`config.mk`:
```
export PLATFORM = sky130hd
export DESIGN_NAME = axi_lite_reg_responder
export DESIGN_NICKNAME = d
export VERILOG_FILES = /design/src/rtl/axi_lite_resp_pkg.sv /design/src/rtl/sync_fifo_fwft.sv /design/src/rtl/axi_lite_reg_responder.sv
export SDC_FILE = /design/constraint.sdc
export NUM_CORES = 2
export LEC_CHECK = 0
export ABC_CLOCK_PERIOD_IN_PS = 11250
export BUFFER_PORTS_ARGS = -buffer_cell sky130_fd_sc_hd__buf_2
export CAP_MARGIN = 25
export CORE_MARGIN = 5
export CORE_UTILIZATION = 65
export DETAILED_ROUTE_END_ITERATION = 8
export PLACE_DENSITY = 0.93
export SLEW_MARGIN = 30
export SYNTH_ARGS = -nofsm -noshare
export SYNTH_HDL_FRONTEND = slang
export SYNTH_SLANG_ARGS = --single-unit
```
`constraint.sdc`:
```
create_clock -name i_sys_clk -period 11.25 [get_ports i_sys_clk]
set_input_delay 1.6875 -clock i_sys_clk [delete_from_list [all_inputs] [get_ports i_sys_clk]]
set_output_delay 1.6875 -clock i_sys_clk [all_outputs]
set_load 0.01 [all_outputs]
```
`src/rtl/axi_lite_resp_pkg.sv`:
```
// Shared widths and FSM encodings for the AXI4-Lite register responder.
package axi_lite_resp_pkg;

  localparam int ADDR_W_DEF = 7;
  localparam int DATA_W_DEF = 32;
  localparam int CNT_W      = 4;

  typedef enum logic [1:0] {
    WS_IDLE = 2'd0,
    WS_LAT  = 2'd1,
    WS_RESP = 2'd2
  } wr_state_e;

  typedef enum logic [1:0] {
    RS_IDLE = 2'd0,
    RS_LAT  = 2'd1,
    RS_DATA = 2'd2
  } rd_state_e;

endpackage

```
`src/rtl/sync_fifo_fwft.sv`:
```
// Synchronous first-word-fall-through FIFO; head shows the oldest entry while not empty.
// A push into a full FIFO is accepted only when a pop happens in the same cycle.
module sync_fifo_fwft #(
  parameter int WIDTH = 39,
  parameter int DEPTH = 16
) (
  input  logic             i_sys_clk,
  input  logic             i_arstn,
  input  logic             push,
  input  logic [WIDTH-1:0] push_data,
  input  logic             pop,
  output logic [WIDTH-1:0] head,
  output logic             full,
  output logic             empty
);

  localparam int PTR_W = $clog2(DEPTH);

  logic [WIDTH-1:0] mem [DEPTH];
  logic [PTR_W:0]   wr_ptr;
  logic [PTR_W:0]   rd_ptr;
  logic             push_ok;
  logic             pop_ok;

  // Extra pointer MSB tells full from empty when the index bits match.
  assign empty   = (wr_ptr == rd_ptr);
  assign full    = (wr_ptr[PTR_W] != rd_ptr[PTR_W]) &&
                   (wr_ptr[PTR_W-1:0] == rd_ptr[PTR_W-1:0]);
  assign pop_ok  = pop & ~empty;
  assign push_ok = push & (~full | pop_ok);
  assign head    = mem[rd_ptr[PTR_W-1:0]];

  // NOTE: sequential state uses non-blocking assignments so every flop samples pre-edge values.
  always_ff @(posedge i_sys_clk or negedge i_arstn) begin
    if (!i_arstn) begin
      wr_ptr <= '0;
      rd_ptr <= '0;
    end else begin
      if (push_ok) wr_ptr <= wr_ptr + 1'b1;
      if (pop_ok)  rd_ptr <= rd_ptr + 1'b1;
    end
  end

  // NOTE: storage is deliberately not reset; the pointers alone define which entries are valid.
  always_ff @(posedge i_sys_clk) begin
    if (push_ok) mem[wr_ptr[PTR_W-1:0]] <= push_data;
  end

endmodule

```
`src/rtl/axi_lite_reg_responder.sv`:
```
// AXI4-Lite responder over a 32-word register file with programmable response latency
// and a FIFO log of every committed write.
module axi_lite_reg_responder
  import axi_lite_resp_pkg::*;
#(
  parameter int ADDR_W    = ADDR_W_DEF,
  parameter int DATA_W    = DATA_W_DEF,
  parameter int B_LAT     = 2,
  parameter int R_LAT     = 1,
  parameter int LOG_DEPTH = 16
) (
  input  logic              i_sys_clk,
  input  logic              i_arstn,
  input  logic [ADDR_W-1:0] i_axi_awaddr,
  input  logic              i_axi_awvalid,
  output logic              o_axi_awready,
  input  logic [DATA_W-1:0] i_axi_wdata,
  input  logic              i_axi_wvalid,
  output logic              o_axi_wready,
  output logic              o_axi_bvalid,
  input  logic              i_axi_bready,
  input  logic [ADDR_W-1:0] i_axi_araddr,
  input  logic              i_axi_arvalid,
  output logic              o_axi_arready,
  output logic [DATA_W-1:0] o_axi_rdata,
  output logic              o_axi_rvalid,
  input  logic              i_axi_rready,
  output logic [ADDR_W-1:0] o_log_addr,
  output logic [DATA_W-1:0] o_log_data,
  output logic              o_log_valid,
  input  logic              i_log_ready,
  output logic              o_log_overflow,
  output logic [15:0]       o_wr_count
);

  localparam int IDX_W  = ADDR_W - 2;
  localparam int NWORDS = 1 << IDX_W;
  localparam int LOG_W  = ADDR_W + DATA_W;

  wr_state_e         ws, ws_nxt;
  rd_state_e         rs, rs_nxt;
  logic              live;
  logic              aw_held, w_held;
  logic [ADDR_W-1:0] aw_addr;
  logic [DATA_W-1:0] w_data;
  logic [CNT_W-1:0]  wcnt, rcnt;
  logic [IDX_W-1:0]  r_idx;
  logic [DATA_W-1:0] regs [NWORDS];

  logic              aw_hs, w_hs, ar_hs, commit, r_sample;
  logic [ADDR_W-1:0] c_addr;
  logic [DATA_W-1:0] c_data;
  logic [IDX_W-1:0]  sample_idx;
  logic              log_full, log_empty, log_pop;
  logic [LOG_W-1:0]  log_head;
  logic              unused_ar_lsb;

  // `live` holds every ready low while reset is asserted and for the first cycle after.
  assign o_axi_awready = live & (ws == WS_IDLE) & ~aw_held;
  assign o_axi_wready  = live & (ws == WS_IDLE) & ~w_held;
  assign o_axi_bvalid  = (ws == WS_RESP);
  assign o_axi_arready = live & (rs == RS_IDLE);
  assign o_axi_rvalid  = (rs == RS_DATA);

  assign aw_hs  = i_axi_awvalid & o_axi_awready;
  assign w_hs   = i_axi_wvalid & o_axi_wready;
  assign ar_hs  = i_axi_arvalid & o_axi_arready;
  // An address or data beat accepted this cycle counts as held, so commit needs no extra cycle.
  assign commit = (aw_held | aw_hs) & (w_held | w_hs);
  assign c_addr = aw_held ? aw_addr : i_axi_awaddr;
  assign c_data = w_held ? w_data : i_axi_wdata;

  always_ff @(posedge i_sys_clk or negedge i_arstn) begin
    if (!i_arstn) begin
      ws   <= WS_IDLE;
      rs   <= RS_IDLE;
      live <= 1'b0;
    end else begin
      ws   <= ws_nxt;
      rs   <= rs_nxt;
      live <= 1'b1;
    end
  end

  // NOTE: next state is defaulted first so no path through the case can infer a latch.
  always_comb begin
    ws_nxt = ws;
    case (ws)
      WS_IDLE: if (commit) ws_nxt = (B_LAT == 0) ? WS_RESP : WS_LAT;
      WS_LAT:  if (wcnt == CNT_W'(1)) ws_nxt = WS_RESP;
      WS_RESP: if (i_axi_bready) ws_nxt = WS_IDLE;
      default: ws_nxt = WS_IDLE;
    endcase
  end

  always_comb begin
    rs_nxt = rs;
    case (rs)
      RS_IDLE: if (ar_hs) rs_nxt = (R_LAT == 0) ? RS_DATA : RS_LAT;
      RS_LAT:  if (rcnt == CNT_W'(1)) rs_nxt = RS_DATA;
      RS_DATA: if (i_axi_rready) rs_nxt = RS_IDLE;
      default: rs_nxt = RS_IDLE;
    endcase
  end

  always_ff @(posedge i_sys_clk or negedge i_arstn) begin
    if (!i_arstn) begin
      aw_held    <= 1'b0;
      w_held     <= 1'b0;
      aw_addr    <= '0;
      w_data     <= '0;
      wcnt       <= '0;
      o_wr_count <= '0;
    end else if (commit) begin
      aw_held    <= 1'b0;
      w_held     <= 1'b0;
      wcnt       <= CNT_W'(B_LAT);
      o_wr_count <= o_wr_count + 16'd1;
    end else begin
      if (aw_hs) begin
        aw_held <= 1'b1;
        aw_addr <= i_axi_awaddr;
      end
      if (w_hs) begin
        w_held <= 1'b1;
        w_data <= i_axi_wdata;
      end
      if (ws == WS_LAT) wcnt <= wcnt - CNT_W'(1);
    end
  end

  // Register file comes out of reset all-zero; a commit writes the whole word.
  always_ff @(posedge i_sys_clk or negedge i_arstn) begin
    if (!i_arstn) begin
      for (int i = 0; i < NWORDS; i++) regs[i] <= '0;
    end else if (commit) begin
      regs[c_addr[ADDR_W-1:2]] <= c_data;
    end
  end

  // rdata is captured on the edge entering RS_DATA; a same-edge commit is not forwarded.
  assign r_sample      = (rs != RS_DATA) && (rs_nxt == RS_DATA);
  assign sample_idx    = (rs == RS_IDLE) ? i_axi_araddr[ADDR_W-1:2] : r_idx;
  assign unused_ar_lsb = ^i_axi_araddr[1:0];

  always_ff @(posedge i_sys_clk or negedge i_arstn) begin
    if (!i_arstn) begin
      r_idx       <= '0;
      rcnt        <= '0;
      o_axi_rdata <= '0;
    end else begin
      if (ar_hs) begin
        r_idx <= i_axi_araddr[ADDR_W-1:2];
        rcnt  <= CNT_W'(R_LAT);
      end else if (rs == RS_LAT) begin
        rcnt <= rcnt - CNT_W'(1);
      end
      if (r_sample) o_axi_rdata <= regs[sample_idx];
    end
  end

  assign log_pop = o_log_valid & i_log_ready;

  sync_fifo_fwft #(
    .WIDTH (LOG_W),
    .DEPTH (LOG_DEPTH)
  ) u_log_fifo (
    .i_sys_clk (i_sys_clk),
    .i_arstn   (i_arstn),
    .push      (commit),
    .push_data ({c_addr, c_data}),
    .pop       (log_pop),
    .head      (log_head),
    .full      (log_full),
    .empty     (log_empty)
  );

  assign o_log_valid = ~log_empty;
  assign {o_log_addr, o_log_data} = log_empty ? '0 : log_head;

  always_ff @(posedge i_sys_clk or negedge i_arstn) begin
    if (!i_arstn)                          o_log_overflow <= 1'b0;
    else if (commit & log_full & ~log_pop) o_log_overflow <= 1'b1;
  end

endmodule

```
==> out/results.md <==
| Metric | Value | Unit |
|---|---|---|
| # Post-CTS Setup Buffers | 0 | - |
| WP buf/inv | 3 | - |
| GPL Wtd Cong | 0.8209 | - |
| Proportion of power drawn by flip-flops and latches | 40.4 | % |
| Area share of xor/xnor cells in the synthesized design | 0.4043 | % |
| Leakage Power | 0.03400 | µW |
| Critical setup path kind | reg2out | - |
| Combinational family with the most area after synthesis | multiplexers | - |
| Sequential element share of the synthesized area | 64.25 | % |
| Worst IR Drop VDD | 0.3957 | mV |
| Number of stages on the worst hold path | 1 | - |
| Std-Cell Core Area | 112,500 | µm² |
| Combinational share of power | 35.0 | % |
| Top cell type's share of synthesized area | 38.80 | % |
| Count of unique library cells instantiated by Yosys | 54 | - |
| Maximum number of pins on one net before global-route repair | 194 | - |
| TritonCTS buffer count | 172 | - |
| # setup viols final | 0 | - |
| Die boundary height | 346.6 | µm |
| Net switching component of the power | 9035 | µW |
| Total routing usage reported by global routing | 37.18 | % |
| Clock transition time at the flip-flop clock pins of the worst setup and hold paths | 0.07 | ns |
| Count of buffers from port buffering | 145 | - |
| Placement row count | 123 | - |
| Clk_lat worst skew | 0.85 | ns |
| Synthesized area | 73,650 | µm² |
| Remaining global-route overflow | 0 | - |
| Slew at the pin closest to its max-slew limit | 1.043 | ns |
| Area growth, synth to finish | 10.99 | % |
| Commonest non-fill, non-tap cell in the layout | sky130_fd_sc_hd__dfrtp_1 | - |
| Global-route wire length before repair | 336.5 | mm |
| Largest incremental delay on the critical path | 0.88 | ns |
| Slowest stage cell, crit path | sky130_fd_sc_hd__dfrtp_4 | - |
| Area contributors post-synth | sky130_fd_sc_hd__dfrtp_1 (39%), sky130_fd_sc_hd__edfxtp_1 (25%), sky130_fd_sc_hd__a21oi_1 (7.2%) | - |
| Fraction of final layout cells with drive strength greater than 1 | 15.18 | % |
| Clock power frac | 24.7 | % |
| Area fraction in compound gates after synthesis | 10.58 | % |
| Hold Violations, Final | 0 | - |
| Cell breakdown of the critical path | buf_4, buf_4, mux4_2, mux4_2, nor2b_1, buf_2 | - |
| Via count | 54,050 | - |
| Vias in the first global route | 55,320 | - |
| Wire length reported by the detailed router | 226.1 | mm |
| Horizontal extent of the die | 346.6 | µm |
| Number of buffers added to fix hold violations after cts | 0 | - |
| TNS Setup | 0 | ns |
| Post-synthesis adder-cell area fraction | 0.1699 | % |
| Number of nets produced by synthesis | 6,062 | - |
| Main synth FF type | sky130_fd_sc_hd__dfrtp_1 | - |
| Asr flop ratio synth | 64.67 | % |
| Crit path DAT | 4.77 | ns |
| Run status | complete, but fails checks | - |
| Final min period | 6.453 | ns |
| Peak clock frequency supported by timing | 155.0 | MHz |
| Worst-case clock skew | 0.05845 | ns |
| Max Cap Viol | 0 | - |
| Period Utilization, post-route | 57.36 | % |
| Vias/cell | 7.143 | - |
| Maximum level of the CTS H-tree | 4 | - |
| DRC violation count after routing | 2 | - |
| Library cell occupying the most area in the post-synthesis netlist | sky130_fd_sc_hd__dfrtp_1 | - |
| Internal cell power | 15,160 | µW |
| Maximum clock path buffer count | 3 | - |
| R2R cell count | 8 | - |
| Post-route core utilization | 72.66 | % |
| Initial antenna violation count | 6 | - |
| Worst slew margin relative to its limit | 30.48 | % |
| Final HPWL from detailed placement | 121.0 | mm |
| Floorplan die area | 120,100 | µm² |
| Clock sink total | 1,766 | - |
| Cell at the root of the clock tree | sky130_fd_sc_hd__clkbuf_16 | - |
| RSZ-0062 raised after global routing | no | - |
| Count of fill cells added during filler insertion | 6,276 | - |
| Number of nets with antenna violations after routing | 0 | - |
| Mean routed wirelength per cell | 29.89 | µm |
| Effective utilization at floorplan | 65.46 | % |
| Length of the first detailed-routing pass in iterations | 9 | - |
| Areal power density over the cells | 296.0 | nW/µm² |
| CP Capture Type | output pin | - |
| Most frequent cells in the layout | sky130_fd_sc_hd__dfrtp_1 (1,137), sky130_fd_sc_hd__a21oi_1 (1,059), sky130_fd_sc_hd__nor2_1 (1,049) | - |
| Number of flops mapped to enable cells by yosys | 624 | - |
| Worst Path Required | 9.56 | ns |
| Post-synthesis sequential element count | 1,766 | - |
| Cell type group with the largest total delay on the critical path | buffers and inverters | - |
| Layout Nets | 5,983 | - |
| Total of cells resized after clock tree synthesis | 0 | - |
| Drt first-iter violations | 8,385 | - |
| Slew Viols, Final | 0 | - |
| Number of top-level pins | 148 | - |
| Clock tree from TritonCTS | yes | - |
| Post-Syn Instances | 5,998 | - |
| Startpoint type of the worst setup path | flip-flop | - |
| Violations in the final reports | DRC | - |
| Sw Share | 37.34 | % |
| Worst Path Max Fanout | 66 | - |
| Worst path depth | 6 | - |
| Multiplexer area fraction after synthesis | 12.14 | % |
| Simple logic cell fraction of the synthesized area | 9.081 | % |
| Mean post-synth cell area | 12.28 | µm² |
| Yosys warning count | 0 | - |
| Class of the most critical hold timing path | reg2reg | - |
==> logic make-up after synthesis <==
| logic type | Yosys count |
|---|---|
| AOI/OAI and AO/OA | 1365 |
| adders and majority gates | 10 |
| muxes | 603 |
| buffers and inverters | 581 |
| other | 1 |
| DFF | 1766 |
| and+or+nand+nor | 1638 |
| xor gates and xnor gates | 34 |
==> routing by layer <==
layer,part of all wire (%),track usage [%],vias up
met1,31,42.66,26360
met5,0.011,0,-
met4,9.4,28.90,4
met2,48,59.94,4975
li1,-,-,21300
met3,12,9.817,1411
==> per-stage QoR <==
step	cells	area (µm²)	hold WS, ns	setup slack (ns)	power [µW]
2_1_floorplan	5998	73650	0.4563	6.397	14930
3_3_place_gp	7229	75560	0.4352	5.579	17030
5_1_grt	7562	81730	0.4744	4.599	25070
6_report	7566	81740	0.4580	4.797	24200
3_5_place_dp	7238	75730	0.4474	5.677	17700
4_1_cts	7554	81540	0.4608	4.808	23870
==> area by class of cell <==
class / count / area, µm² / area share [%]
Tap cell: 1500 / 1877 / 2.296
Antenna cell: 5 / 12.51 / 0.01531
Inverter: 51 / 191.4 / 0.2342
Clock inverter: 67 / 919.6 / 1.125
Timing Repair Buffer: 277 / 2052 / 2.510
Multi-Input combinational cell: 3651 / 24460 / 29.93
Sequential cell: 1766 / 47330 / 57.91
Clock buffer: 249 / 4893 / 5.987
==> cells in the mapped netlist, types with 46 or more instances <==
library cell and n:
sky130_fd_sc_hd__buf_1 101, sky130_fd_sc_hd__inv_1 51, sky130_fd_sc_hd__nor2_1 1058, sky130_fd_sc_hd__o221ai_1 64
sky130_fd_sc_hd__clkbuf_1 266, sky130_fd_sc_hd__dfrtp_1 1142, sky130_fd_sc_hd__nand2_1 340, sky130_fd_sc_hd__mux2_2 50
sky130_fd_sc_hd__edfxtp_1 624, sky130_fd_sc_hd__a21oi_1 1059, sky130_fd_sc_hd__mux2i_1 326, sky130_fd_sc_hd__buf_2 127
sky130_fd_sc_hd__and2_1 46, sky130_fd_sc_hd__nand3_1 72, sky130_fd_sc_hd__mux4_2 227
==> worst paths after layout <==
check / endpoint / slack (ns) / from
worst max-delay path: o_log_data[21] / 4.80 / u_log_fifo.rd_ptr[1]
worst min-delay path: o_log_overflow / 0.46 / o_log_overflow
worst max register to register: o_axi_rdata[15] / 6.65 / rs[0]
worst min register to register: o_log_overflow / 0.46 / o_log_overflow
max in group asynchronous: u_log_fifo.rd_ptr[0] / 8.18 / i_arstn
min in group asynchronous: regs[220] / 0.80 / i_arstn
==> sequential cells by signal (all words and copies together) (netlist names), 2 cells and up <==
| signal | flops |
|---|---|
| w_data | 32 |
| rs | 2 |
| regs | 1024 |
| o_wr_count | 16 |
| o_axi_rdata | 32 |
| u_log_fifo.mem | 624 |
| u_log_fifo.rd_ptr | 5 |
| rcnt | 4 |
| u_log_fifo.wr_ptr | 5 |
| r_idx | 5 |
| wcnt | 4 |
| aw_addr | 7 |
| ws | 2 |
==> power groups by stage <==
stage	combinational, µW	sequential, µW	clock, µW
detailed placement	7960	9740	0
finish	8460	9770	5970
global route	8930	9880	6260
global placement	7430	9610	0
floorplan	5640	9290	0
CTS	8210	9680	5970
==> worst reg2reg max path, cell delays in order, from the launching register on <==
cell and delay [ns]:
sky130_fd_sc_hd__dfrtp_1 0.48, sky130_fd_sc_hd__o21ai_0 0.46, sky130_fd_sc_hd__and2_4 0.73, sky130_fd_sc_hd__buf_12 0.67, sky130_fd_sc_hd__buf_4 0.91, sky130_fd_sc_hd__mux2i_1 0.30, sky130_fd_sc_hd__o221ai_1 0.17, sky130_fd_sc_hd__a22oi_1 0.60
sky130_fd_sc_hd__o211ai_1 0.14
(Power assumes the default switching activity.)
